`config.mk`:
```
export PLATFORM = sky130hd
export DESIGN_NAME = ir_tx_module_flat
export DESIGN_NICKNAME = d
export VERILOG_FILES = /design/src/rtl/ir_tx_module_if.sv /design/src/rtl/ir_tx_module.sv /design/src/flat_wrapper.sv
export SDC_FILE = /design/constraint.sdc
export NUM_CORES = 1
export LEC_CHECK = 0
export BUFFER_PORTS_ARGS = -buffer_cell sky130_fd_sc_hd__buf_4
export CAP_MARGIN = 20
export CORE_ASPECT_RATIO = 0.7
export CORE_MARGIN = 1.5
export CORE_UTILIZATION = 56
export CTS_BUF_LIST = sky130_fd_sc_hd__clkbuf_2 sky130_fd_sc_hd__clkbuf_4 sky130_fd_sc_hd__clkbuf_8
export DETAILED_ROUTE_END_ITERATION = 10
export PLACE_DENSITY = 0.74
export SLEW_MARGIN = 0
export SYNTH_ARGS = -nofsm -noshare
export SYNTH_HDL_FRONTEND = slang
export SYNTH_SLANG_ARGS = --single-unit
```
`constraint.sdc`:
```
create_clock -name clk -period 6.48 [get_ports clk]
set_input_delay 0.324 -clock clk [delete_from_list [all_inputs] [get_ports clk]]
set_output_delay 0.324 -clock clk [all_outputs]
set_load 0.02 [all_outputs]
```
`src/rtl/ir_tx_module_if.sv`:
```
// Start/busy/done request channel of the NEC IR transmitter.
// The caller drives the master side; the transmitter is the slave.
`timescale 1ns/1ps
interface ir_tx_module_if;
    logic       start;
    logic       rep;
    logic [7:0] addr;
    logic [7:0] cmd;
    logic       busy;
    logic       done;

    modport master (output start, rep, addr, cmd, input busy, done);
    modport slave  (input start, rep, addr, cmd, output busy, done);
endinterface

```
`src/rtl/ir_tx_module.sv`:
```
// NEC-format IR transmitter: pulse-distance envelope on a 1 us tick, modulated
// onto a 1/3-duty carrier that restarts high at the beginning of every mark.
`timescale 1ns/1ps
module ir_tx_module #(
    parameter int unsigned CLK_HZ     = 48_000_000,
    parameter int unsigned CARRIER_HZ = 38_000
) (
    input  logic          clk,
    input  logic          rst_n,
    ir_tx_module_if.slave bus,
    output logic          ir_env,
    output logic          ir_out
);
    localparam int unsigned TICK_DIV = CLK_HZ / 1_000_000;
    localparam int unsigned CAR_PER  = CLK_HZ / CARRIER_HZ;
    localparam int unsigned CAR_HIGH = CAR_PER / 3;
    localparam int unsigned PRE_W    = (TICK_DIV > 1) ? $clog2(TICK_DIV) : 1;
    localparam int unsigned CAR_W    = (CAR_PER > 1) ? $clog2(CAR_PER) : 1;

    typedef enum logic [2:0] {
        IDLE, LEAD_MARK, LEAD_SPACE, REP_SPACE, BIT_MARK, BIT_SPACE, STOP_MARK
    } state_t;

    state_t           r_state, w_next;
    logic [PRE_W-1:0] r_pre;
    logic [13:0]      r_cnt;
    logic [4:0]       r_bit;
    logic [31:0]      r_sr;
    logic [CAR_W-1:0] r_car;
    logic             r_rep, r_busy, r_done, r_env, r_out;
    logic             w_accept, w_tick, w_end, w_mark, w_next_mark;
    logic [13:0]      w_dur;

    always_ff @(posedge clk or negedge rst_n) begin
        if (!rst_n) r_state <= IDLE;
        else        r_state <= w_next;
    end

    always_comb begin
        // A start is refused until both busy and the trailing done pulse have cleared.
        w_accept = bus.start && (r_state == IDLE) && !r_busy && !r_done;
        w_tick   = (r_pre == PRE_W'(TICK_DIV - 1));
        w_dur    = '0;
        case (r_state)
            LEAD_MARK:           w_dur = 14'd9000;
            LEAD_SPACE:          w_dur = 14'd4500;
            REP_SPACE:           w_dur = 14'd2250;
            BIT_MARK, STOP_MARK: w_dur = 14'd560;
            BIT_SPACE:           w_dur = r_sr[0] ? 14'd1690 : 14'd560;
            default:             w_dur = '0;
        endcase
        w_end  = (r_state != IDLE) && w_tick && (r_cnt == w_dur - 14'd1);
        w_next = r_state;
        case (r_state)
            IDLE:       if (w_accept) w_next = LEAD_MARK;
            LEAD_MARK:  if (w_end) w_next = r_rep ? REP_SPACE : LEAD_SPACE;
            LEAD_SPACE: if (w_end) w_next = BIT_MARK;
            REP_SPACE:  if (w_end) w_next = STOP_MARK;
            BIT_MARK:   if (w_end) w_next = BIT_SPACE;
            BIT_SPACE:  if (w_end) w_next = (r_bit == 5'd31) ? STOP_MARK : BIT_MARK;
            STOP_MARK:  if (w_end) w_next = IDLE;
            default:    w_next = IDLE;
        endcase
        w_mark      = (r_state == LEAD_MARK) || (r_state == BIT_MARK) || (r_state == STOP_MARK);
        w_next_mark = (w_next == LEAD_MARK) || (w_next == BIT_MARK) || (w_next == STOP_MARK);
    end

    always_ff @(posedge clk or negedge rst_n) begin
        if (!rst_n) begin
            r_pre  <= '0;
            r_cnt  <= '0;
            r_bit  <= '0;
            r_sr   <= '0;
            r_car  <= '0;
            r_rep  <= 1'b0;
            r_busy <= 1'b0;
            r_done <= 1'b0;
            r_env  <= 1'b0;
            r_out  <= 1'b0;
        end else begin
            r_pre <= (w_accept || w_tick) ? '0 : r_pre + 1'b1;
            if (w_accept) begin
                r_rep <= bus.rep;
                r_sr  <= {~bus.cmd, bus.cmd, ~bus.addr, bus.addr};
                r_cnt <= '0;
                r_bit <= '0;
            end else if (w_end) begin
                r_cnt <= '0;
                if (r_state == BIT_SPACE) begin
                    r_sr  <= r_sr >> 1;
                    r_bit <= r_bit + 5'd1;
                end
            end else if (w_tick && (r_state != IDLE)) begin
                r_cnt <= r_cnt + 14'd1;
            end
            // Carrier phase restarts on entry to each mark so the mark's first clock is high.
            if (w_next_mark && (w_next != r_state))
                r_car <= '0;
            else
                r_car <= (r_car == CAR_W'(CAR_PER - 1)) ? '0 : r_car + 1'b1;
            r_env  <= w_mark;
            r_out  <= w_mark && (r_car < CAR_W'(CAR_HIGH));
            r_busy <= (r_state != IDLE);
            r_done <= (r_state == IDLE) && r_busy;
        end
    end

    assign bus.busy = r_busy;
    assign bus.done = r_done;
    assign ir_env   = r_env;
    assign ir_out   = r_out;
endmodule
```
`src/flat_wrapper.sv`:
```
// flat-port wrapper written by rule: the top's interface ports become plain ports
module ir_tx_module_flat 
#(
    parameter int unsigned CLK_HZ     = 48_000_000,
    parameter int unsigned CARRIER_HZ = 38_000
)
  (clk, rst_n, ir_env, ir_out, bus_start, bus_rep, bus_addr, bus_cmd, bus_busy, bus_done);
  ir_tx_module_if bus_i ();
  input  logic clk;
  input  logic rst_n;
  output logic ir_env;
  output logic ir_out;
  input wire logic [$bits(bus_i.start)-1:0] bus_start;
  input wire logic [$bits(bus_i.rep)-1:0] bus_rep;
  input wire logic [$bits(bus_i.addr)-1:0] bus_addr;
  input wire logic [$bits(bus_i.cmd)-1:0] bus_cmd;
  output wire logic [$bits(bus_i.busy)-1:0] bus_busy;
  output wire logic [$bits(bus_i.done)-1:0] bus_done;
  assign bus_i.start = bus_start;
  assign bus_i.rep = bus_rep;
  assign bus_i.addr = bus_addr;
  assign bus_i.cmd = bus_cmd;
  assign bus_busy = bus_i.busy;
  assign bus_done = bus_i.done;
  ir_tx_module #(.CLK_HZ(CLK_HZ), .CARRIER_HZ(CARRIER_HZ)) u_core (.clk(clk), .rst_n(rst_n), .bus(bus_i), .ir_env(ir_env), .ir_out(ir_out));
endmodule
```
; ---- Yosys cells after proc, flatten, opt, wreduce, memory -nomap -nowiden
; Cells that the tools add are included.
[op_classes]
magnitude_cmp = 1
bitwise = 2
addsub = 5
reduce_logical = 22
muxes = 24
n_eq_ne = 14
[ops]
columns = operator, count
row1 = 2-to-1 mux 32 bit, 3
row2 = one-hot mux 14 bit (5 select lines), 1
row3 = 2-to-1 mux 14 bit, 3
row4 = 2-to-1 mux 11 bit, 3
row5 = 2-to-1 mux 3 bit, 7
row6 = one-hot mux 3 bit (7 select lines), 1
row7 = inverter 8 bit, 2
row8 = "equality test 3 bit, second input constant", 5
row9 = 2-to-1 mux 5 bit, 3
row10 = "adder 14 x 1 -> 14 bit, second input constant", 1
row11 = equality test 14 bit, 1
row12 = "subtractor 14 x 1 -> 14 bit, second input constant", 1
row13 = "adder 11 x 1 -> 11 bit, second input constant", 1
row14 = "equality test 11 bit, second input constant", 1
row15 = "less-than comparator 11 x 9 -> 1 bit, second input constant", 1
row16 = logical AND 1 bit, 8
row17 = "adder 6 x 1 -> 6 bit, second input constant", 1
row18 = "equality test 3 x 1 -> 1 bit, second input constant", 2
row19 = "equality test 3 x 2 -> 1 bit, second input constant", 2
row20 = "equality test 6 bit, second input constant", 1
row21 = 2-to-1 mux 6 bit, 1
row22 = nonzero test 3 bit, 2
row23 = "adder 5 x 1 -> 5 bit, second input constant", 1
row24 = "equality test 5 bit, second input constant", 1
row25 = other kinds (9), 15
[word_totals]
regBits = 76
out_inout_bits = 4
in_bits = 20

; ---- Logic depth before layout (Yosys ltp)
; Gate-level depths: netlist of the first run.
[depth]
ltp_word = 13
mapped_depth = 15

; ---- Least setup slack after synthesis of the first run
; OpenSTA, ideal clock, no wires.
[synth_timing]
kind = register to register
from = reg u_core.r_state[2]
to = reg u_core.r_sr[27]
path_stages_with_launch = 14
setup_slack_ns = 3.300
required_ns = 6.354
period_less_slack_ns = 3.180
arrival_ns = 3.054
cell_sequence = dfrtp_1 clkbuf_1 nand4b_1 a21boi_1 ha_1 xor2_1 nand2_1 or4_4 nor4_4 and3_1 buf_4 nand2_4 buf_6 a311o_1
[synth_between]
elab_chain_len = 8
[synth_rtl]
columns = element, line
row1 = start: declaration, ir_tx_module.sv:24  ; state_t r_state, w_next;
row2 = start signal: assignment, ir_tx_module.sv:36  ; else r_state <= w_next;
row3 = equality test 3 bit, ir_tx_module.sv:44  ; case (r_state)
row4 = OR reduction 2 bit, ir_tx_module.sv:44
row5 = one-hot mux 14 bit (5 select lines), ir_tx_module.sv:44
row6 = subtractor 14 x 1 -> 14 bit, ir_tx_module.sv:52  ; w_end = (r_state != IDLE) && w_tick && (r_cnt == w_dur - 14'd1);
row7 = equality test 14 bit, ir_tx_module.sv:52
row8 = logical AND 1 bit, ir_tx_module.sv:52
row9 = nonzero test 2 bit (no line), --
row10 = AND reduction 2 bit (no line), --
row11 = end signal: assignment, ir_tx_module.sv:84  ; r_sr <= {~bus.cmd, bus.cmd, ~bus.addr, bus.addr};
row12 = end signal: assignment, ir_tx_module.sv:90  ; r_sr <= r_sr >> 1;
row13 = end: declaration, ir_tx_module.sv:28  ; logic [31:0] r_sr;
; Several ways; a longest one is shown, not always the timed one.
; A chain may end at the register's enable or synchronous reset.

; ---- Worst setup path in the final report of the first run
[layout_timing]
from = reg u_core.r_state[2]
to = reg u_core.r_sr[23]
; Same word-level chain as after synthesis.

==> results of run 1 <==
[worst paths after layout]
check | slack, ns | end | from | depth (start not counted)
hold reg to reg | 0.46 | u_core.r_pre[0]$_DFF_PN0_ | u_core.r_pre[0]$_DFF_PN0_ | 1
hold / removal | 0.1 | u_core.r_sr[20]$_DFFE_PN0P_ | rst_n | 1
min in group clk | 0.18 | u_core.r_rep$_DFFE_PN0P_ | bus_rep | 3
max in group asynchronous | 5.76 | u_core.r_sr[1]$_DFFE_PN0P_ | rst_n | 1
setup reg to reg | 2.10 | u_core.r_sr[23]$_DFFE_PN0P_ | u_core.r_state[2]$_DFF_PN0_ | 11
setup / recovery | 2.10 | u_core.r_sr[23]$_DFFE_PN0P_ | u_core.r_state[2]$_DFF_PN0_ | 11
[layout by cell type, fill, tap and decap left out, types with 12 or more instances in the layout]
master / count
nand2_1: 37
xor2_1: 12
a21oi_1: 22
clkbuf_8: 12
a31oi_1: 13
nand3_1: 27
o21ai_0: 23
and3_1: 34
dfrtp_1: 76
buf_4: 29
nor2_1: 55
[per-layer routing]
metal | wire, um | GRT usage | vias to the layer above
li1 | - | - | 1729
met1 | 5070 | 0.430 | 1793
met2 | 4270 | 0.359 | 127
met3 | 752 | 0.0778 | 12
met4 | 76 | 0.0547 | 0
met5 | 0 | 0 | -
[power groups by stage]
stage	registers, W	logic [W]	clock network (W)
CTS	0.000474	0.0000189	0.000396
floorplan	0.000483	0.000000188	0
detailed placement	0.000483	0.0000190	0
global route	0.000474	0.0000210	0.000412
finish	0.000474	0.0000181	0.000389
global placement	0.000483	0.0000189	0
[sequential cells by signal (all words and copies together), names as in the netlist]
name / flops
u_core.r_sr: 32
u_core.r_pre: 6
u_core.r_rep: 1
u_core.r_bit: 5
u_core.r_state: 3
u_core.bus.busy: 1
u_core.r_car: 11
u_core.ir_out: 1
u_core.ir_env: 1
u_core.r_cnt: 14
u_core.bus.done: 1
[critical path: stages (launching register included)]
cell and delay (ns):
dfrtp_1 0.95, nand4b_1 0.25, a21boi_1 0.22, ha_1 0.35
xor2_1 0.14, nand2_1 0.06, or4_4 0.50, nor4_4 0.31
and3_1 0.59, buf_4 0.31, a21oi_1 0.22, a221o_1 0.37
[logic make-up (layout without fill, tap and decap cells)]
family | count (synthesis) | count (layout)
xor+xnor | 21 | 21
compound gates | 113 | 113
fa+ha+maj | 7 | 7
flops | 76 | 76
simple gates | 207 | 207
mux | 2 | 2
buf+inv | 43 | 54
[metrics by stage]
| step | utilization | instances | instance area (um2) | setup slack [ns] |
|---|---|---|---|---|
| global placement | 0.608 | 562 | 4450 | 2.29 |
| global route | 0.637 | 578 | 4660 | 1.65 |
| CTS | 0.637 | 578 | 4660 | 2.15 |
| finish | 0.637 | 578 | 4660 | 2.10 |
| detailed placement | 0.608 | 562 | 4450 | 2.19 |
| floorplan | - | 469 | 4260 | 3.30 |
[final cells by class]
cell class	instances	area, um2	area share
well taps	98	123	0.0263
multi-input cells	350	2170	0.466
clock buffers	13	173	0.0370
repair buffers	29	218	0.0467
inverters	9	33.8	0.00724
flip-flops and latches	76	1900	0.408
clock inverters	3	43.8	0.00939
==> summary.txt, run 1 <==
Yosys
  – Post-synthesis adder-cell area fraction: 0.0206
  – Most frequent cells after synthesis: dfrtp_1, nor2_1, nand2_1
  – Syn avg cell area: 9.09 um2
  – Syn nets: 496
  – Count leader, synth: dfrtp_1
  – Synth area leader: dfrtp_1
  – #FFs+latches synth: 76
  – Combinational family with the most area after synthesis: simple AND/OR/NAND/NOR gates
  – Synth Flop Type: dfrtp_1
  – Synth Area in XOR/XNOR: 0.0432
  – Distinct cell type count after synthesis: 67
  – Synth area leaders: dfrtp_1, and3_1, nor2_1, nand2_1, nand3_1
  – Post-synthesis compound-gate area fraction: 0.186
  – Area fraction of the dominant cell type after synthesis: 0.446
  – Synth Area in Simple Gates: 0.254
  – Netlist Area Pre-Place: 0.00426 mm2
  – Yosys warns: 0
  – Register area share after synthesis: 0.446
  – Mapped Cells: 469
  – Mux cell area share after synthesis: 0.00470
  – Asr flop ratio synth: 1.00
  – Post-synth EDFFs: 0

Timing
  – Final setup fails: 0
  – Max-slew headroom: 0.372
  – Hold slack: 0.0959 ns
  – Final Skew: 0.00820 ns
  – Slew Viols, Final: 0
  – Actual slew at the worst max-slew pin: 0.943 ns
  – Crit path time final: 4.38 ns
  – Max frequency: 0.228 GHz
  – Ratio of final minimum period to clock period: 0.676
  – Fin Setup TNS: 0 ns
  – Hold Vio Cnt, Final: 0
  – Unrepaired setup endpoints after global routing: false

Worst setup path
  – Worst setup EP type: flop
  – Worst Path Arrival: 4.62 ns
  – Critical Path RT: 6.72 ns
  – Critical path peak fanout: 33
  – Critical path type: reg -> reg
  – Startpoint Class: flop

Power
  – Internal power: 0.000695 W
  – Psw: 0.000186 W
  – Lkg Pwr: 2.16 nW
  – Seq pwr share: 0.538
  – Max IR drop VDD: 153 uV
  – Comb power frac: 0.021
  – Clock power share: 0.442
  – Power consumption: 0.000881 W
  – Pwr Density: 189 mW/mm2
  – Switching portion of total power: 0.211

Global routing
  – Gr usage total: 0.270
  – Global-route wire length before repair: 17300 um
  – Gr ovfl total: 0
  – Vias in the first global route: 3443
  – Antenna violations before repair: 0
  – Largest net degree at the start of global routing: 77

Cells and area
  – Layout cells sized above 1: 0.119
  – Fin nets: 502
  – Fillers: 629
  – P&R area growth vs syn: 9.42%
  – Ant. Diodes: 0

CTS
  – CTS tree: yes
  – Inserted Clock Buffers: 9
  – CTS Sinks: 76
  – Post-cts sizing count: 0
  – CTS Hold Buffers Added: 0
  – Setup Fix Bufs, Post-CTS: 0
  – Clk Latency, worst-skew pair: 0.36 ns
  – Clock slew at reported path FFs: 0.08 ns
  – Max H-tree Level: 3
  – Clock Root Buffer: clkbuf_8
  – CTS Buffer Depth: 2

Die
  – Rows: 26
  – Die height: 76.0 um
  – Die W: 107 um
  – Initial core utilization: 0.582
  – Core Area: 0.00732 mm2
  – Ports: 24
  – Die ar.: 0.00815 mm2

Routing
  – Routed Antenna Nets: 0
  – Vias per cell: 6.33
  – Drt first-iter violations: 267
  – Via count: 3661
  – WL final: 10200 um
  – DRT Pass-1 Iters: 5
  – DRC viols: 0
  – WL per Instance: 17.6 um

Status
  – Status: finished, final reports clean

Place
  – Placed wire-length estimate: 6850 um
  – GP Congestion: 0.924
  – Port-buffer cells: 23

Hold path
  – Hold crit path type: in -> async

Job
  – Max Cap Viol: 0
(Power assumes the default switching activity.)
==> run 2, diff against run 1 <==
ABC_AREA = 1   (was default)
clock period = 4.2 ns   (was 6.48 ns; I/O delays follow)
==> run 2 against run 1 <==
  * The flow now finishes with violations (hold timing)
  * Combinational power grew to 2.9 times the previous value
  * Global-route usage is 0.55 points higher
  * Non-clock buffer count is 5 lower
  * Cell count is 19% higher
  * Synthesized area is 1.8% higher
  * Clock-buffer cell count is 4 lower
  * Critical endpoint is now u_core.r_sr[26]$_DFFE_PN0P_
  * Sequential share of layout area is 0.57 points lower
==> summary.txt, run 2 <==
Worst setup path
  – Critical path peak fanout: 30
  – Startpoint Class: flop
  – Worst setup EP type: flop
  – Critical path type: reg -> reg
  – Reg-to-Reg Start: u_core.r_state[2]$_DFF_PN0_
  – R2R setup slack: 0.68 ns
  – Worst Path Arrival: 3.80 ns
  – Terminus of the critical flop-to-flop path: u_core.r_sr[26]$_DFFE_PN0P_
  – Worst R2R Path Depth: 19
  – Critical Path RT: 4.48 ns

Yosys
  – Distinct cell type count after synthesis: 38
  – Synth Flop Type: dfrtp_1
  – Most frequent cells after synthesis: nand2_1, dfrtp_1, inv_1
  – Asr flop ratio synth: 1.00
  – Register area share after synthesis: 0.438
  – #FFs+latches synth: 76
  – Synth area leaders: dfrtp_1, nand2_1, inv_1, nand3_1, nor2_1
  – Count leader, synth: nand2_1
  – Syn nets: 595
  – Area fraction of the dominant cell type after synthesis: 0.438
  – Netlist Area Pre-Place: 0.00434 mm2
  – Syn avg cell area: 7.64 um2
  – Mapped Cells: 568
  – Synth area leader: dfrtp_1
  – Yosys warns: 0
  – Post-synth EDFFs: 0

Routing
  – Via count: 3822
  – DRT Pass-1 Iters: 5
  – Vias per cell: 5.54
  – DRC viols: 0
  – WL final: 10100 um
  – Drt first-iter violations: 317
  – WL per Instance: 14.7 um
  – Routed Antenna Nets: 0

Die
  – Rows: 26
  – Ports: 24
  – Die height: 76.7 um
  – Initial core utilization: 0.585
  – Core Area: 0.00742 mm2
  – Die W: 108 um
  – Die ar.: 0.00830 mm2

Cells and area
  – Largest Register: u_core.r_sr
  – Core Util, Final: 0.638
  – Fin area: 0.00473 mm2
  – Most common cell after layout, fill and taps aside: nand2_1
  – Max FFs per register: 32
  – Layout cells sized above 1: 0.137
  – Ant. Diodes: 0
  – Fin nets: 614
  – P&R area growth vs syn: 8.97%
  – Top flop regs: u_core.r_sr x32, u_core.r_cnt x14, u_core.r_car x11
  – Most frequent cells in the layout: nand2_1, dfrtp_1, inv_1, nor2_1, nand3_1

Global routing
  – Gr usage total: 0.275
  – Global-route wire length before repair: 17600 um
  – Vias in the first global route: 3648
  – Largest net degree at the start of global routing: 77
  – Gr ovfl total: 0
  – Antenna violations before repair: 0

Timing
  – Slew Viols, Final: 0
  – Unrepaired setup endpoints after global routing: false
  – Hold Vio Cnt, Final: 29
  – Final WS setup: 0.676 ns
  – Final setup fails: 0
  – Max-slew headroom: 0.365
  – Ratio of final minimum period to clock period: 0.839
  – Final Skew: 0.00922 ns
  – Max frequency: 0.284 GHz
  – Crit path time final: 3.52 ns
  – Hold slack: -0.0403 ns
  – Fin Setup TNS: 0 ns
  – Actual slew at the worst max-slew pin: 0.952 ns

CTS
  – Clock Root Buffer: clkbuf_8
  – CTS Hold Buffers Added: 0
  – CTS tree: yes
  – Clk Latency, worst-skew pair: 0.38 ns
  – CTS Sinks: 76
  – Post-cts sizing count: 0
  – Setup Fix Bufs, Post-CTS: 0
  – CTS Buffer Depth: 2
  – Inserted Clock Buffers: 9
  – Clock slew at reported path FFs: 0.09 ns
  – Max H-tree Level: 3

Job
  – Max Cap Viol: 0

Hold path
  – Hold crit path type: in -> async

Status
  – Failing checks: hold timing
  – Status: finished with violations

Place
  – Placed Instance Area: 0.00455 mm2
  – GP Congestion: 0.923
  – Pre-CTS WS: 0.752 ns
  – Port-buffer cells: 23
  – Placed wire-length estimate: 7350 um

Power
  – Max IR drop VDD: 247 uV
  – Lkg Pwr: 2.33 nW
  – Pwr Density: 282 mW/mm2
-- run 2: cell types whose count changed after synthesis, sizes merged, moves of 9 or more --
cell / change
nand2: +99
inv: +71
and3: -30
nand3: +27
o21ai: +27
clkbuf: -17
a221o: -10
a311o: -9
-- run 2: worst max path at each step --
stage	from	endpoint	slack [ns]	depth (start not counted)
detailed placement	u_core.r_state[2]$_DFF_PN0_	u_core.r_bit[1]$_DFFE_PN0P_	0.75	19
CTS	u_core.r_state[2]$_DFF_PN0_	u_core.r_sr[26]$_DFFE_PN0P_	0.71	19
global placement	u_core.r_state[2]$_DFF_PN0_	u_core.r_bit[4]$_DFFE_PN0P_	0.83	19
finish	u_core.r_state[2]$_DFF_PN0_	u_core.r_sr[26]$_DFFE_PN0P_	0.68	19
global route	u_core.r_state[2]$_DFF_PN0_	u_core.r_sr[26]$_DFFE_PN0P_	0.22	19
floorplan	u_core.r_state[2]$_DFF_PN0_	u_core.r_sr[2]$_DFFE_PN0P_	1.59	17
-- run 2: logic make-up after synthesis --
kind of cell    after synthesis  synth area share
compound gates               94             0.129
xor+xnor                     12            0.0242
fa+ha+maj                     7            0.0202
buf+inv                      96            0.0925
flops                        76             0.438
simple gates                283             0.295
-- run 2: worst max-delay path, stage by stage (launching register included) --
cell and delay, ns:
dfrtp_1 0.47, inv_2 0.17, nand2_2 0.13, nor2_1 0.21
nor2_1 0.09, ha_1 0.30, inv_1 0.04, nand2_1 0.05
nand3_1 0.10, nor2_1 0.17, inv_1 0.06, nor2_1 0.12
nand2_1 0.06, nor2_1 0.15, nand3_2 0.14, inv_2 0.09
nand2_2 0.08, nand2_2 0.40, inv_2 0.29, o31ai_1 0.28
-- run 2: stage by stage --
step / cells / hold slack (ns) / power (W)
CTS: 690 / 0.0194 / 0.00135
global placement: 674 / 0.413 / 0.000820
finish: 690 / -0.0403 / 0.00134
detailed placement: 674 / 0.424 / 0.000822
global route: 690 / 0.0439 / 0.00139
floorplan: 568 / -0.0856 / 0.000787
-- run 2: metal layers --
metal | vias up | part of all wire | routed length (um) | track usage
met5 | - | 0 | 0 | 0
met4 | 0 | 0.0079 | 80 | 0.0671
met3 | 12 | 0.064 | 645 | 0.0757
met2 | 117 | 0.42 | 4290 | 0.389
met1 | 1805 | 0.50 | 5110 | 0.418
li1 | 1888 | - | - | -
-- run 2: cell type report --
cell class | instances | area (um2)
timing repair buffer | 24 | 180
multi-input combinational | 396 | 2040
clock inverter | 7 | 57.6
sequential | 76 | 1900
inverter | 80 | 300
clock buffer | 9 | 124
fill | 666 | 2690
tap | 98 | 123
-- run 2: power by group --
part | switching (W) | total (W) | internal [W]
Clock | 0.000306 | 0.000529 | 0.000223
Combinational | 0.0000304 | 0.0000518 | 0.0000214
Sequential | 0.00000750 | 0.000755 | 0.000747
